[config.mk]
export PLATFORM = sky130hd
export DESIGN_NAME = rr_arbiter_4
export DESIGN_NICKNAME = d
export VERILOG_FILES = /design/src/rtl/rr_arbiter_4.sv
export SDC_FILE = /design/constraint.sdc
export NUM_CORES = 1
export LEC_CHECK = 0
export CAP_MARGIN = 25
export CORE_UTILIZATION = 40
export CTS_CLUSTER_SIZE = 30
export DETAILED_ROUTE_END_ITERATION = 8
export PLACE_DENSITY_LB_ADDON = 0.15
export SLEW_MARGIN = 25
export SYNTH_ARGS = -nofsm -noshare
export SYNTH_HDL_FRONTEND = slang
export SYNTH_SLANG_ARGS = --single-unit
[constraint.sdc]
create_clock -name clk -period 3.2 [get_ports clk]
set_input_delay 0.32 -clock clk [delete_from_list [all_inputs] [get_ports clk]]
set_output_delay 0.32 -clock clk [all_outputs]
set_load 0.01 [all_outputs]
[src/rtl/rr_arbiter_4.sv]
// Four-way round-robin arbiter: rotating-priority pick in IDLE, grant held until
// done / request drop / hold limit, then a one-cycle GAP before re-arbitration.
module rr_arbiter_4 #(
   parameter int unsigned MAX_HOLD = 15,
   parameter int unsigned CNT_W    = 4
) (
   input  logic       clk,
   input  logic       reset,
   input  logic [3:0] req,
   input  logic       done,
   output logic [3:0] gnt,
   output logic [1:0] gnt_id,
   output logic       gnt_valid,
   output logic       timeout
);

   typedef enum logic [1:0] {IDLE, GRANT, GAP} state_t;

   state_t           state, state_nxt;
   logic [1:0]       ptr, ptr_nxt;
   logic [CNT_W-1:0] hold_cnt, hold_cnt_nxt;
   logic [3:0]       gnt_nxt;
   logic [1:0]       gnt_id_nxt;
   logic             gnt_valid_nxt;
   logic             timeout_nxt;

   logic [1:0]       win_id;
   logic             win_found;
   logic [1:0]       scan_idx;
   logic             hold_max;

   // Rotating-priority scan starting at ptr; 2-bit add wraps 3 -> 0.
   always_comb begin
      win_id    = '0;
      win_found = 1'b0;
      scan_idx  = '0;
      for (int unsigned k = 0; k < 4; k++) begin
         scan_idx = ptr + 2'(k);
         if (!win_found && req[scan_idx]) begin
            win_found = 1'b1;
            win_id    = scan_idx;
         end
      end
   end

   assign hold_max = (hold_cnt == CNT_W'(MAX_HOLD - 1));

   always_comb begin
      state_nxt     = state;
      ptr_nxt       = ptr;
      hold_cnt_nxt  = hold_cnt;
      gnt_nxt       = gnt;
      gnt_id_nxt    = gnt_id;
      gnt_valid_nxt = gnt_valid;
      timeout_nxt   = 1'b0;
      case (state)
         IDLE: begin
            if (win_found) begin
               state_nxt     = GRANT;
               gnt_nxt       = 4'b0001 << win_id;
               gnt_id_nxt    = win_id;
               gnt_valid_nxt = 1'b1;
               hold_cnt_nxt  = '0;
            end
         end
         GRANT: begin
            if (done || !req[gnt_id] || hold_max) begin
               state_nxt     = GAP;
               gnt_nxt       = '0;
               gnt_valid_nxt = 1'b0;
               ptr_nxt       = gnt_id + 2'd1;
               // Only a pure hold-limit release is reported as a timeout.
               timeout_nxt   = !done && req[gnt_id];
            end else begin
               hold_cnt_nxt = hold_cnt + CNT_W'(1);
            end
         end
         GAP:     state_nxt = IDLE;
         default: state_nxt = IDLE;
      endcase
   end

   always_ff @(posedge clk) begin
      if (reset) begin
         state     <= IDLE;
         ptr       <= '0;
         hold_cnt  <= '0;
         gnt       <= '0;
         gnt_id    <= '0;
         gnt_valid <= 1'b0;
         timeout   <= 1'b0;
      end else begin
         state     <= state_nxt;
         ptr       <= ptr_nxt;
         hold_cnt  <= hold_cnt_nxt;
         gnt       <= gnt_nxt;
         gnt_id    <= gnt_id_nxt;
         gnt_valid <= gnt_valid_nxt;
         timeout   <= timeout_nxt;
      end
   end

endmodule

==> metrics.cfg, run 1 <==
[floorplanning]
initial_standard_cell_utilization_of_the_core = 0.425
dieArea_um2 = 2270
io_pins = 15
die-height_um = 47.7
core_um2 = 1960
die_w_um = 47.7
rows = 16

[drt]
route.vias.total = 715
drt_wl_total_mm = 1.85
detail_route.iter0.violations = 17
mean_number_of_vias_per_cell = 5.34
detailedRoute.firstPassIterationCount = 4
routed_wire_length_per_instance_um = 13.8
post-route-drc-count = 0
detail-route-antenna-nets = 0

[timing]
setup_skew_ns = 0.00343
max_freq_mhz = 525
slew_violations = 0
report.final.setup_viol = 0
fin_crit_ns = 1.90
tns_setup_ns = 0
worst_slew_pin_slew_ns = 0.691
grt_setup_unrepaired = no
timing.final.hold_violations = 0
max_slew_margin = 0.538
share_of_the_clock_period_used_by_the_worst_path_after_layout = 0.595

[cts]
ctsRootBufferMaster = clkbuf_4
h-tree-depth = 1
cts_tree = yes
postCtsSetupBuffers = 0
clk-insertion-delay-late_ns = 0.29
tritoncts.num_buffers = 3
clockBufferDepth = 2
cts.sink_count = 16
cts_resized = 0
clk_pin_slew_ns = 0.10
hold_buffers = 0

[setup_path]
cpLargestDelayFamily = multiplexers
cp_slowest_stage_delay_ns = 0.48
type_of_element_launching_the_critical_path = flop
rrSetupSlack_ns = 1.30
timing.critical_path.cells = mux2_2 > a22oi_4 > o21a_1 > mux2_2
rr_startpoint = gnt_id[0]
critical_path_peak_fanout = 8
crit_path_frequent_cell = mux2_2
timing.critical_path.buf_inv = 0
worst_r2r_path_depth = 4
critical_path_class = reg2reg
worst_ep_required_time_ns = 3.39
cpMaxStageDelayCell = dfxtp_1
crit_path_end_kind = flop
rr_endpoint = ptr[0]
cp.arrival_ns = 2.09

[logic_synthesis]
synthesis.nets = 100
syn_inst = 91
synthesized_area_per_cell_um2 = 9.17
synth_seq_area_share = 0.384
syn-cell-area_um2 = 835
ys_ff_latch = 16
synth.distinct_cells = 31
ys_warn_count = 0

[finish]
antennaDiodeCount = 0
multi_input_area_um2 = 503
share_of_post_route_cells_with_drive_strength_above_1 = 0.103
area_growth_syn_to_layout_pct = 24.3
finalNetCount = 117
post-route-util = 0.529
most-common-layout-cells = dfxtp_1 (16), clkdlybuf4s50_1 (14), nor2b_1 (8), nand2_1 (7), nor2_1 (6)
regArea_um2 = 320
filler_cell_count = 223
layout_commonest_cell = dfxtp_1

[power]
total_leakage_power_nw = 0.382
design_power_total_mw = 0.480
power.ir.vdd_worst_mv = 0.350
power-per-cell-area_nw_per_um2 = 463

[place]
place_congestion = 0.781
dp_hpwl_mm = 1.33
count_of_buffers_inserted_at_the_top_level_ports = 14

[global_routing]
grt_max_degree = 24
met1_usage = 0.241
gr-usage-met2 = 0.293
met3_usage = 0.0566
global_route.peak_usage_layer = met2
number_of_global_route_vias_before_repair = 653
first_pass_grt_wire_length_mm = 2.84
grt_util_all_layers = 0.186
grt_antenna_before_repair = 0
grt.overflow.total = 0

[run]
cap_violations = 0

[outcome]
run_status = finished clean

[hold_path]
min_path_cells = 2
hold_path.class = reg2reg
worst_hold_start = gnt_valid
min_to = gnt_valid

worst max-delay path by stage:
| stage | slack [ns] | to | cells past startpoint | start |
|---|---|---|---|---|
| 4_1_cts | 1.30 | ptr[0] | 4 | gnt_id[0] |
| 6_report | 1.30 | ptr[0] | 4 | gnt_id[0] |
| 2_1_floorplan | 1.42 | ptr[0] | 4 | gnt_id[0] |
| 5_1_grt | 1.22 | ptr[0] | 4 | gnt_id[0] |
| 3_3_place_gp | 1.06 | ptr[0] | 5 | req[3] |
| 3_5_place_dp | 1.02 | ptr[0] | 5 | req[3] |
logic make-up after synthesis:
logic type | after synthesis | synth area share
adder cells (fa/ha/maj) | 2 | 0.0300
AO/OA/AOI/OAI | 22 | 0.207
buffers and inverters | 3 | 0.0135
AND/OR/NAND/NOR | 41 | 0.277
flip-flops | 16 | 0.384
XOR/XNOR | 1 | 0.0105
multiplexers | 6 | 0.0780
Yosys cell counts:
master,count,area share
dfxtp_1,16,0.38
mux2i_1,2,0.024
or4_4,1,0.013
a21oi_1,4,0.024
o31a_1,2,0.021
nor3_1,4,0.024
nor2_1,6,0.027
o21a_1,4,0.036
nor3b_1,1,0.0090
mux2_2,4,0.054
a22oi_4,1,0.025
inv_1,1,0.0045
and2_4,1,0.010
nand3b_1,4,0.036
nand2_1,7,0.031
nor2b_1,8,0.060
ha_1,2,0.030
o32ai_1,4,0.042
nand3_1,1,0.0060
or3_1,4,0.030
o22ai_1,2,0.015
xnor2_1,1,0.010
o211ai_1,1,0.0090
clkbuf_1,2,0.0090
a211o_1,1,0.010
nand4_1,1,0.0075
a21o_1,1,0.0090
o21ai_0,1,0.0060
o21bai_1,1,0.0090
and3_1,1,0.0075
nand2b_1,2,0.015
layout make-up:
cell class	count	share of cell area
clock buffer	4	0.0350
tap	27	0.0326
sequential	16	0.309
timing repair buffer	14	0.135
multi-input combinational	72	0.485
inverter	1	0.00362
worst register-to-register path: cells and delay by family, from the launching register on:
| kind | cells | cell delay (ns) |
|---|---|---|
| muxes | 2 | 0.75 |
| DFF | 1 | 0.48 |
| AOI/OAI and AO/OA | 2 | 0.57 |
per-stage QoR:
stage / instance area [um2] / setup slack [ns] / hold slack (ns) / instances
after floorplan: 835 / 1.42 / 0.472 / 91
after global placement: 1000 / 1.06 / 0.490 / 130
after detailed placement: 1000 / 1.02 / 0.471 / 130
after CTS: 1040 / 1.30 / 0.490 / 134
after global routing: 1040 / 1.22 / 0.524 / 134
final: 1040 / 1.30 / 0.485 / 134
state kept, by name (all words and copies together), names as in the netlist:
name	count
gnt_valid	1
ptr	2
hold_cnt	4
timeout	1
gnt	4
state	2
gnt_id	2
routing by layer:
metal  routed length (um)  part of all wire  vias to the layer above
li1                     -                 -                      369
met1                  986              0.53                      328
met2                  789              0.43                       16
met3                   63             0.034                        2
met4                    9            0.0049                        0
met5                    0                 0                        -
power breakdown:
part | internal (mW) | total (mW) | leakage, nW | switching, mW
registers | 0.215 | 0.227 | 0.131 | 0.0127
logic | 0.0586 | 0.117 | 0.230 | 0.0588
clock network | 0.0693 | 0.135 | 0.0210 | 0.0661
total | 0.342 | 0.480 | 0.382 | 0.138
(Power assumes the default switching activity.)
==> inputs of run 2 (changes only) <==
==> constraint.sdc (replaced) <==
create_clock -name clk -period 1.8 [get_ports clk]
set_input_delay 0.18 -clock clk [delete_from_list [all_inputs] [get_ports clk]]
set_output_delay 0.18 -clock clk [all_outputs]
set_load 0.01 [all_outputs]
==> metrics.cfg, run 2 (synthesis gave the netlist of run 1 again) <==
[run]
cap_violations = 0  ; unchanged

[drt]
detail-route-antenna-nets = 0  ; unchanged
drt_wl_total_mm = 1.84  ; was 1.85 mm
post-route-drc-count = 0  ; unchanged
route.vias.total = 760  ; was 715
mean_number_of_vias_per_cell = 5.28  ; was 5.34
routed_wire_length_per_instance_um = 12.8  ; was 13.8 um
detailedRoute.firstPassIterationCount = 4  ; unchanged
detail_route.iter0.violations = 14  ; was 17

[finish]
share_of_post_route_cells_with_drive_strength_above_1 = 0.179  ; was 0.103
finalNetCount = 128  ; was 117
multi_input_area_um2 = 503  ; unchanged
post-route-util = 0.564  ; was 0.529
antennaDiodeCount = 0  ; unchanged
filler_cell_count = 214  ; was 223
layoutNonFillerInstCount = 144  ; was 134
layout_commonest_cell = dfxtp_1  ; unchanged
area_growth_syn_to_layout_pct = 32.5  ; was 24.3%
largestRegisters = gnt: 4 flops, hold_cnt: 4 flops  ; unchanged
regArea_um2 = 320  ; unchanged
most-common-layout-cells = dfxtp_1 (16), clkdlybuf4s50_1 (14), buf_4 (11), nor2b_1 (8), nand2_1 (7)  ; was dfxtp_1 (16), clkdlybuf4s50_1 (14), nor2b_1 (8), nand2_1 (7), nor2_1 (6)

[cts]
cts_tree = yes  ; unchanged
tritoncts.num_buffers = 3  ; unchanged
cts.sink_count = 16  ; unchanged
cts_resized = 0  ; unchanged
clk_pin_slew_ns = 0.10  ; about the same
clk-insertion-delay-late_ns = 0.28  ; was 0.29 ns
hold_buffers = 0  ; unchanged
clockBufferDepth = 2  ; unchanged
h-tree-depth = 1  ; unchanged
ctsRootBufferMaster = clkbuf_4  ; unchanged
postCtsSetupBuffers = 0  ; unchanged

[timing]
report.final.setup_viol = 0  ; unchanged
setup_skew_ns = 0.00666  ; was 0.00343 ns
share_of_the_clock_period_used_by_the_worst_path_after_layout = 0.891
timing.final.hold_violations = 0  ; unchanged
max_slew_margin = 0.731  ; was 0.538
fin_worst_hold_slack_ns = 0.484  ; was 0.485 ns
slew_violations = 0  ; unchanged
max_freq_mhz = 624
worst_slew_pin_slew_ns = 0.402  ; was 0.691 ns
grt_setup_unrepaired = no  ; unchanged
fin_crit_ns = 1.60

[global_routing]
first_pass_grt_wire_length_mm = 2.81  ; was 2.84 mm
grt_max_degree = 13  ; was 24
number_of_global_route_vias_before_repair = 641  ; was 653
grt.overflow.total = 0  ; unchanged
grt_antenna_before_repair = 0  ; unchanged
grt_util_all_layers = 0.183  ; was 0.186

[floorplanning]
core_um2 = 1960  ; unchanged
die_w_um = 47.7  ; unchanged
initial_standard_cell_utilization_of_the_core = 0.425  ; unchanged
rows = 16  ; unchanged
dieArea_um2 = 2270  ; unchanged
io_pins = 15  ; unchanged
die-height_um = 47.7  ; unchanged

[hold_path]
worst_hold_start = gnt_valid  ; unchanged
min_path_cells = 2  ; unchanged
min_to = gnt_valid  ; unchanged
hold_path.class = reg2reg  ; unchanged

[setup_path]
worst_ep_required_time_ns = 2.01  ; was 3.39 ns
rr_startpoint = gnt_id[0]  ; unchanged
cpLargestDelayFamily = simple AND/OR/NAND/NOR gates  ; was multiplexers
type_of_element_launching_the_critical_path = input pin  ; was flop
cpMaxStageDelayCell = or4_4  ; was dfxtp_1
critical_path_peak_fanout = 3  ; was 8
timing.critical_path.buf_inv = 1  ; was 0
rrSetupSlack_ns = 0.20  ; was 1.30 ns
critical_path_class = in2reg  ; was reg2reg
crit_path_end_kind = flop  ; unchanged
cp.arrival_ns = 1.82  ; was 2.09 ns
worst_r2r_path_depth = 4  ; unchanged
timing.critical_path.cells = clkdlybuf4s50_1 > or4_4 > and2_4 > or3_1 > mux2i_1  ; was mux2_2 > a22oi_4 > o21a_1 > mux2_2
rr_endpoint = ptr[0]  ; unchanged
cp_slowest_stage_delay_ns = 0.56  ; was 0.48 ns

[place]
dpl.cell_count = 141  ; was 130
count_of_buffers_inserted_at_the_top_level_ports = 14  ; unchanged
dp_hpwl_mm = 1.40  ; was 1.33 mm
place_congestion = 0.870  ; was 0.781

[outcome]
run_status = finished clean  ; unchanged

[power]
total_leakage_power_nw = 0.429  ; was 0.382 nW
power-per-cell-area_nw_per_um2 = 755  ; was 463 nW/um2
power.ir.vdd_worst_mv = 0.423  ; was 0.350 mV

==> run 2: worst max-delay path by stage <==
stage | startpoint | end | slack [ns] | cells after the start
after global placement | req[2] | ptr[0] | -0.05 | 5
after global routing | hold_cnt[0] | ptr[1] | 0.13 | 5
after floorplan | gnt_id[0] | ptr[0] | 0.02 | 4
final | req[0] | hold_cnt[0] | 0.20 | 5
after CTS | gnt_id[0] | ptr[0] | 0.18 | 4
after detailed placement | req[0] | hold_cnt[0] | -0.07 | 5
==> run 2: metal layers <==
| metal | part of all wire | routed length (um) | vias up | global-route usage |
|---|---|---|---|---|
| li1 | - | - | 389 | - |
| met1 | 0.49 | 894 | 350 | 0.247 |
| met2 | 0.46 | 839 | 19 | 0.277 |
| met3 | 0.051 | 93 | 2 | 0.0453 |
| met4 | 0.0071 | 13 | 0 | 0.0833 |
| met5 | 0 | 0 | - | 0 |
==> run 2: power breakdown <==
part	internal (mW)	switching, mW	leakage, nW
combinational	0.133	0.112	0.284
clock	0.0776	0.112	0.0138
sequential	0.381	0.0196	0.131
==> run 2: metrics by stage <==
stage | TNS [ns] | power, mW | setup WS (ns) | instance area [um2]
floorplan | 0 | 0.539 | 0.0221 | 835
global placement | -0.0870 | 0.652 | -0.0542 | 1080
detailed placement | -0.121 | 0.651 | -0.0742 | 1080
CTS | 0 | 0.844 | 0.184 | 1110
global route | 0 | 0.887 | 0.132 | 1110
finish | 0 | 0.835 | 0.197 | 1110
==> run 2: layout make-up <==
| cell class | count | share of cell area |
|---|---|---|
| multi-input cells | 72 | 0.455 |
| flip-flops and latches | 16 | 0.290 |
| repair buffers | 25 | 0.201 |
| well taps | 27 | 0.0305 |
| clock buffers | 3 | 0.0204 |
| inverters | 1 | 0.00339 |
==> run 2: worst reg2reg max path, cell delays in order, from the launching register on <==
cell and delay [ns]:
dfxtp_1 0.37, mux2_2 0.37, a22oi_4 0.23, o21a_1 0.20
mux2_2 0.33
==> inputs of run 3 (changes only) <==
--- a/config.mk
+++ b/config.mk
@@ -9,6 +9,7 @@
 export CORE_UTILIZATION = 40
 export CTS_CLUSTER_SIZE = 30
 export DETAILED_ROUTE_END_ITERATION = 8
+export MAX_ROUTING_LAYER = met4
 export PLACE_DENSITY_LB_ADDON = 0.15
 export SLEW_MARGIN = 25
 export SYNTH_ARGS = -nofsm -noshare
==> metrics.cfg, run 3 (synthesis gave the netlist of run 1 again) <==
[place]
place_congestion = 0.885  ; was 0.870
count_of_buffers_inserted_at_the_top_level_ports = 14  ; unchanged
dp_hpwl_mm = 1.40  ; unchanged

[drt]
detail_route.iter0.violations = 15  ; was 14
drt_wl_total_mm = 1.85  ; was 1.84 mm
route.vias.total = 772  ; was 760
detail-route-antenna-nets = 0  ; unchanged
routed_wire_length_per_instance_um = 12.9  ; was 12.8 um
mean_number_of_vias_per_cell = 5.36  ; was 5.28
post-route-drc-count = 0  ; unchanged
detailedRoute.firstPassIterationCount = 4  ; unchanged

[floorplanning]
core_um2 = 1960  ; unchanged
io_pins = 15  ; unchanged
die_w_um = 47.7  ; unchanged
dieArea_um2 = 2270  ; unchanged
initial_standard_cell_utilization_of_the_core = 0.425  ; unchanged
die-height_um = 47.7  ; unchanged
rows = 16  ; unchanged

[hold_path]
worst_hold_start = gnt_valid  ; unchanged
hold_path.class = reg2reg  ; unchanged

[setup_path]
timing.critical_path.cells = mux2_2 > a22oi_4 > o21a_1 > mux2_2  ; was clkdlybuf4s50_1 > or4_4 > and2_4 > or3_1 > mux2i_1
crit_path_frequent_cell = mux2_2
worst_ep_required_time_ns = 1.98  ; was 2.01 ns
rrSetupSlack_ns = 0.20  ; about the same
critical_path_class = reg2reg  ; was in2reg
type_of_element_launching_the_critical_path = flop  ; was input pin
critical_path_peak_fanout = 4  ; was 3
rr_startpoint = gnt_id[0]  ; unchanged
cp.arrival_ns = 1.79  ; was 1.82 ns
cp_slowest_stage_delay_ns = 0.37  ; was 0.56 ns
start_point_of_the_critical_path = gnt_id[0]  ; was req[0]
rr_endpoint = ptr[0]  ; unchanged
crit_path_end = ptr[0]  ; was hold_cnt[0]
worst_r2r_path_depth = 4  ; unchanged
cpMaxStageDelayCell = dfxtp_1  ; was or4_4
crit_path_end_kind = flop  ; unchanged

[cts]
postCtsSetupBuffers = 0  ; unchanged
ctsRootBufferMaster = clkbuf_4  ; unchanged
cts_resized = 0  ; unchanged
clk_pin_slew_ns = 0.10  ; about the same
clockBufferDepth = 2  ; unchanged
cts_tree = yes  ; unchanged
clk-insertion-delay-late_ns = 0.29  ; was 0.28 ns
cts.sink_count = 16  ; unchanged
hold_buffers = 0  ; unchanged
tritoncts.num_buffers = 3  ; unchanged
h-tree-depth = 1  ; unchanged

[finish]
layout_commonest_cell = dfxtp_1  ; unchanged
most-common-layout-cells = dfxtp_1 (16), clkdlybuf4s50_1 (14), buf_4 (11), nor2b_1 (8), nand2_1 (7)  ; unchanged
area_growth_syn_to_layout_pct = 32.5  ; unchanged
largestRegisters = gnt: 4 flops, hold_cnt: 4 flops  ; unchanged
antennaDiodeCount = 0  ; unchanged
share_of_post_route_cells_with_drive_strength_above_1 = 0.179  ; unchanged
finalNetCount = 128  ; unchanged
post-route-util = 0.564  ; unchanged

[timing]
worst_slew_pin_slew_ns = 0.403  ; was 0.402 ns
fin_crit_ns = 1.60  ; about the same
grt_setup_unrepaired = no  ; unchanged
share_of_the_clock_period_used_by_the_worst_path_after_layout = 0.891  ; about the same
report.final.setup_viol = 0  ; unchanged
fin_worst_hold_slack_ns = 0.484  ; about the same
timing.final.hold_violations = 0  ; unchanged
slew_violations = 0  ; unchanged
max_slew_margin = 0.731  ; about the same
max_freq_mhz = 623  ; was 624 MHz
setup_skew_ns = 0.00655  ; was 0.00666 ns

[global_routing]
grt.overflow.total = 0  ; unchanged
number_of_global_route_vias_before_repair = 640  ; was 641
grt_max_degree = 13  ; unchanged
first_pass_grt_wire_length_mm = 2.81  ; unchanged
grt_antenna_before_repair = 0  ; unchanged
grt_util_all_layers = 0.189  ; was 0.183

[power]
power-per-cell-area_nw_per_um2 = 759  ; was 755 nW/um2
total_leakage_power_nw = 0.429  ; unchanged
power.ir.vdd_worst_mv = 0.423  ; about the same

[outcome]
run_status = finished clean  ; unchanged

[run]
cap_violations = 0  ; unchanged

[run 3: worst max-delay path, delay by kind of cell, from the launching register on]
family | cells | cell delay [ns]
AO/OA/AOI/OAI | 2 | 0.43
flip-flops | 1 | 0.37
multiplexers | 2 | 0.70
[run 3: power by group]
group / internal (mW) / switching [mW]
Combinational: 0.133 / 0.112
Sequential: 0.381 / 0.0198
Clock: 0.0779 / 0.116
Total: 0.592 / 0.248
[run 3: layout make-up]
class | count | area [um2]
Multi-Input combinational cell | 72 | 503
Sequential cell | 16 | 320
Fill cell | 214 | 856
Timing Repair Buffer | 25 | 223
Inverter | 1 | 3.75
Clock buffer | 3 | 22.5
Tap cell | 27 | 33.8
[run 3: worst min path at each step]
stage	endpoint	slack, ns	cells after the start
2_1_floorplan	hold_cnt[1]	0.36	2
3_3_place_gp	gnt_valid	0.46	2
6_report	gnt_valid	0.48	2
5_1_grt	gnt_valid	0.53	2
3_5_place_dp	gnt_valid	0.47	2
4_1_cts	gnt_valid	0.49	2
[run 3: per-layer routing]
layer	share of wire	track usage	vias up
li1	-	-	388
met1	0.49	0.247	355
met2	0.45	0.277	24
met3	0.045	0.0453	5
met4	0.018	0.0833	0
met5	0	-	-
[run 3: through the flow]
step           power [mW]  setup slack (ns)  cells  area, um2  TNS (ns)
6_report            0.839             0.196    144       1110         0
5_1_grt             0.887             0.132    144       1110         0
4_1_cts             0.844             0.184    144       1110         0
3_5_place_dp        0.651           -0.0742    141       1080    -0.121
3_3_place_gp        0.652           -0.0542    141       1080   -0.0870
2_1_floorplan       0.539            0.0221     91        835         0
